`src/rtl/fib_pkg.sv`:
```
// Shared types and codes for the fib sequencer and its datapath.
// State encoding, din mux selects and register addresses.
package fib_pkg;

  typedef enum logic [2:0] {
    IDLE,
    INIT0,
    INIT1,
    ADD,
    MOV0,
    MOV1,
    DONE
  } state_t;

  localparam logic [1:0] DIN_ZERO  = 2'd0;
  localparam logic [1:0] DIN_ONE   = 2'd1;
  localparam logic [1:0] DIN_SUM   = 2'd2;
  localparam logic [1:0] DIN_PASSA = 2'd3;

  localparam logic [3:0] RA_R0 = 4'd0;
  localparam logic [3:0] RA_R1 = 4'd1;
  localparam logic [3:0] RA_R2 = 4'd2;

endpackage

```
`src/rtl/fib_seq_ctrl.sv`:
```
// Fibonacci sequencer: steps the register file through init plus
// n rounds of {add, move, move}, leaving F(n) in r0.
module fib_seq_ctrl
  import fib_pkg::*;
#(
  parameter int NW = 8
) (
  input  logic          clk,
  input  logic          rst,
  input  logic          start,
  input  logic [NW-1:0] n,
  input  logic          alu_cy,
  output logic          rf_rw,
  output logic [3:0]    rf_da,
  output logic [3:0]    rf_aa,
  output logic [3:0]    rf_ba,
  output logic [1:0]    din_sel,
  output logic          busy,
  output logic          done,
  output logic          ovf
);

  state_t        state;
  state_t        state_d;
  logic [NW-1:0] cnt;
  logic [NW-1:0] n_q;
  logic [NW-1:0] cnt_nx;
  logic [NW:0]   cnt_p1;
  logic          accept;
  logic          early_cy;

  assign cnt_nx = cnt + 1'b1;
  assign cnt_p1 = {1'b0, cnt} + {{NW{1'b0}}, 1'b1};
  assign accept = (state == IDLE) && start;

  // Only carries before the last add reach r0; the last one
  // truncates r1 alone and is not an overflow of the result.
  assign early_cy = (state == ADD) && alu_cy
                 && (cnt_p1 < {1'b0, n_q});

  always_ff @(posedge clk or posedge rst) begin
    if (rst) begin
      state <= IDLE;
      cnt   <= '0;
      n_q   <= '0;
      ovf   <= 1'b0;
    end else begin
      state <= state_d;
      if (accept) begin
        n_q <= n;
        cnt <= '0;
        ovf <= 1'b0;
      end else begin
        if (state == MOV1) cnt <= cnt_nx;
        if (early_cy)      ovf <= 1'b1;
      end
    end
  end

  always_comb begin
    state_d = state;
    rf_rw   = 1'b0;
    rf_da   = RA_R0;
    rf_aa   = RA_R0;
    rf_ba   = RA_R0;
    din_sel = DIN_ZERO;
    busy    = 1'b1;
    done    = 1'b0;
    unique case (state)
      IDLE: begin
        busy = 1'b0;
        if (start) state_d = INIT0;
      end
      INIT0: begin
        rf_rw   = 1'b1;
        rf_da   = RA_R0;
        din_sel = DIN_ZERO;
        state_d = INIT1;
      end
      INIT1: begin
        rf_rw   = 1'b1;
        rf_da   = RA_R1;
        din_sel = DIN_ONE;
        state_d = (n_q == '0) ? DONE : ADD;
      end
      ADD: begin
        rf_rw   = 1'b1;
        rf_aa   = RA_R0;
        rf_ba   = RA_R1;
        rf_da   = RA_R2;
        din_sel = DIN_SUM;
        state_d = MOV0;
      end
      MOV0: begin
        rf_rw   = 1'b1;
        rf_aa   = RA_R1;
        rf_da   = RA_R0;
        din_sel = DIN_PASSA;
        state_d = MOV1;
      end
      MOV1: begin
        rf_rw   = 1'b1;
        rf_aa   = RA_R2;
        rf_da   = RA_R1;
        din_sel = DIN_PASSA;
        state_d = (cnt_nx == n_q) ? DONE : ADD;
      end
      DONE: begin
        done    = 1'b1;
        state_d = IDLE;
      end
      default: begin
        busy    = 1'b0;
        state_d = IDLE;
      end
    endcase
  end

endmodule

```
`config.mk`:
```
export PLATFORM = sky130hd
export DESIGN_NAME = fib_seq_ctrl
export DESIGN_NICKNAME = d
export VERILOG_FILES = /design/src/rtl/fib_pkg.sv /design/src/rtl/fib_seq_ctrl.sv
export SDC_FILE = /design/constraint.sdc
export NUM_CORES = 1
export LEC_CHECK = 0
export ABC_CLOCK_PERIOD_IN_PS = 2200
export BUFFER_PORTS_ARGS = -buffer_cell sky130_fd_sc_hd__buf_4
export CAP_MARGIN = 20
export CORE_AREA = 2 2 59 61
export CTS_CLUSTER_SIZE = 20
export DETAILED_ROUTE_END_ITERATION = 10
export DIE_AREA = 0 0 61 63
export HOLD_SLACK_MARGIN = 0.05
export PLACE_DENSITY = 0.63
export SYNTH_ARGS = -nofsm -noshare
export SYNTH_HDL_FRONTEND = slang
export SYNTH_SLANG_ARGS = --single-unit
```
`constraint.sdc`:
```
create_clock -name clk -period 2.2 [get_ports clk]
set_input_delay 0.11 -clock clk [delete_from_list [all_inputs] [get_ports clk]]
set_output_delay 0.11 -clock clk [all_outputs]
set_load 0.005 [all_outputs]
```
==> results.tsv <==
stage	metric	value	unit
cells_and_area	Nets	208	
floorplan	die boundary height	63	um
floorplan	num rows	21	
logic_synthesis	synth unique cells	37	
cells_and_area	Ant. Diodes	0	
worst_setup_path	critical path class	reg -> reg	
sta	post-route fraction of the period consumed by the critical path	101	%
global_route	first-pass GRT wire length	4950	um
run_status	failing checks	setup timing	
worst_setup_path	crit start category	flop	
floorplan	effective utilization at floorplan	42.6	%
power	Peak supply drop	0.000459	V
hold_path	path type of the worst min-delay path	in -> reg	
sta	clock period minus worst slack	2.22	ns
clock_tree	CTS tree	yes	
sta	setup repair after global routing missed its margin	yes	
placement	post-placement worst setup slack	-0.0709	ns
route	average wire per standard cell	12.6	um
floorplan	Die Wd	61	um
clock_tree	maximum level of the CTS H-tree	1	
sta	setup ws final	-0.0179	ns
logic_synthesis	compound-gate portion of the synthesized area	14.5	%
placement	weighted congestion at the end of routability-driven global placement	0.828	
global_route	initial antenna violation count	0	
floorplan	number of I/O pins	30	
logic_synthesis	Adder-Cell Fraction of Synth Area	9.99	%
sta	Final Slew Violations	0	
cells_and_area	post-layout instance area	1740	um2
logic_synthesis	Synth Register Bits	20	
cells_and_area	fraction of layout instances using a drive strength above 1	23.9	%
logic_synthesis	number of enable flip-flop cells after synthesis	0	
placement	post-detailed-placement cell area	1540	um2
clock_tree	maximum clock insertion buffer count	2	
global_route	pin count of the biggest net entering global routing	21	
cells_and_area	commonest non-fill, non-tap cell in the layout	buf_4	
power	static leakage	0.846	nW
logic_synthesis	Ys Warns	0	
sta	final worst hold slack	0.102	ns
cells_and_area	commonest non-fill, non-tap cells in the layout	buf_4, nand2_1, dfrtp_1	
floorplan	DIE AREA	3840	um2
logic_synthesis	simple-gate share of the synthesized area	21.2	%
logic_synthesis	flip-flop cell with the highest count after synthesis	dfrtp_1	
run_status	run status	finished with violations	
worst_setup_path	delay of the slowest cell on the worst path	0.40	ns
global_route	combined global-route utilization of all metal layers	17.0	%
sta	number of endpoints with negative hold slack in the final report	0	
logic_synthesis	synthesized area per cell	9.12	um2
worst_setup_path	series of cell instances along the critical path	ha_2 -> buf_4 -> nand3_1 -> xnor2_2 -> ha_1 -> nand4_1 -> o21ai_1 -> nand3_1 -> a2111oi_4	
logic_synthesis	Seq/Total Area, Yosys	36.3	%
route	remaining number of nets flagged by the antenna check after routing	0	
flow_run	max-cap viol count	0	
logic_synthesis	parity-gate share of the synthesized area counting xor and xnor cells	5.09	%
route	aggregate routed wire length	2900	um
sta	Relative slew margins	49.1	%
route	detailed-route vias per instance	5.02	
worst_setup_path	largest driver fanout on the critical path	3	
cells_and_area	area of the multi-input gates	769	um2
clock_tree	worst skew pair latency	0.31	ns
route	via count	1154	
route	Pre-antenna DRT Iters	4	
worst_setup_path	critical path capture point type	flop	
clock_tree	clock net sink count	20	
power	total power	1.97	mW
floorplan	Core Box Area	3230	um2
global_route	overflow left after global routing	0	
placement	DP HPWL	2140	um
placement	IO Port Bufs	22	
clock_tree	clock buffers created by TritonCTS	3	
sta	final setup vio count	1	
worst_setup_path	CP dominant cell by count	nand3_1	
clock_tree	CTS Root Buffer Type	clkbuf_4	
worst_setup_path	data required time at the worst endpoint	2.41	ns
cells_and_area	Area Overhead vs Synth	26.1	%
sta	Max Clock Skew	0.0163	ns
cells_and_area	final non-filler cell total	230	
sta	accumulated negative setup slack	-0.0179	ns
cells_and_area	combined flip-flop and latch cell area	500	um2
sta	slew at the pin closest to its max-slew limit	0.763	ns
logic_synthesis	share of async-settable or async-resettable flops after synthesis	100	%
logic_synthesis	largest family of logic cells by synthesized area	simple AND/OR/NAND/NOR gates	
global_route	via count of the first global-routing pass	1128	
clock_tree	clock transition time at the flip-flop clock pins of the worst setup and hold paths	0.13	ns
logic_synthesis	share of synthesized area spent on multiplexers	0.817	%
route	total DRC errors in the routed layout	0	
logic_synthesis	instance count of the mapped netlist	151	
route	starting DRC count in detailed routing	65	
logic_synthesis	synthesized cell area	1380	um2
placement	number of instances in the placed design	214	
sta	Fmax	451	MHz
cells_and_area	Filler Cell Count	319	
power	power per standard cell area	1130	nW/um2
worst_setup_path	arrival time of the worst setup path	2.43	ns
cells_and_area	Util after Layout	53.7	%
worst_setup_path	cell with the biggest individual delay on the critical path	dfrtp_1	
## where the power goes
| group | leakage [nW] | switching (mW) | total, mW | internal (mW) |
|---|---|---|---|---|
| combinational | 0.561 | 0.488 | 0.976 | 0.488 |
| sequential | 0.257 | 0.181 | 0.688 | 0.507 |
| clock | 0.0279 | 0.118 | 0.303 | 0.184 |
## worst paths after layout
check	from	endpoint	slack, ns	cells past startpoint
min in group asynchronous	rst	state[2]	0.48	3
setup / recovery	cnt[0]	state[2]	-0.02	9
hold / removal	alu_cy	ovf	0.10	3
hold reg to reg	ovf	ovf	0.57	2
max in group asynchronous	rst	cnt[2]	1.23	3
setup reg to reg	cnt[0]	state[2]	-0.02	9
## per-layer routing
metal | wire length, um | GRT usage [%] | vias to the layer above
met5 | 0 | 0 | -
li1 | - | - | 575
met1 | 1250 | 21.6 | 535
met2 | 1420 | 26.7 | 31
met4 | 107 | 9.78 | 0
met3 | 116 | 2.28 | 13
## flip-flops by register name, summed over array words and instances, names as in the netlist
register and count:
state 3, cnt 8, ovf 1, n_q 8
## cells in the mapped netlist (2+ instances only)
master	count	area [um2]
nand4_1	3	18.8
nor4_1	3	18.8
nand3_1	4	20.0
and4_1	2	17.5
and3_1	2	12.5
inv_1	12	45.0
dfrtp_1	20	500
nor2_1	5	18.8
a211oi_1	2	15.0
o21ai_0	13	65.1
nand3b_1	2	15.0
o31ai_1	2	15.0
nand2_1	21	78.8
xnor2_1	5	43.8
inv_2	2	7.51
buf_6	2	22.5
ha_1	11	138
buf_4	11	82.6
xor2_1	3	26.3
nand2b_1	2	12.5
a21oi_1	8	40.0
## logic make-up after synthesis
family	after synthesis
and+or+nand+nor	50
AOI/OAI and AO/OA	32
buffers and inverters	28
DFF	20
adders and majority gates	11
xor gates and xnor gates	8
other	1
muxes	1
## cell type report
| class | count | area share, % |
|---|---|---|
| clock buffers | 3 | 1.30 |
| flip-flops and latches | 20 | 28.8 |
| well taps | 46 | 3.31 |
| clock inverters | 1 | 1.73 |
| inverters | 14 | 3.03 |
| repair buffers | 37 | 17.5 |
| multi-input cells | 109 | 44.3 |
## worst max-delay path, delay by kind of cell (launching register included)
family	cells	cell delay [ns]
buffers and inverters	1	0.12
adders and majority gates	2	0.49
and+or+nand+nor	3	0.43
xor gates and xnor gates	1	0.17
DFF	1	0.40
AOI/OAI and AO/OA	2	0.52
## repair_timing
action                     CTS  global route
resized for setup            6             1
setup endpoints to repair    1             2
hold endpoints to repair    28             0
hold buffers                 9             0
pin swaps                    6             1
buffers inserted             3             0
(Power assumes the default switching activity.)
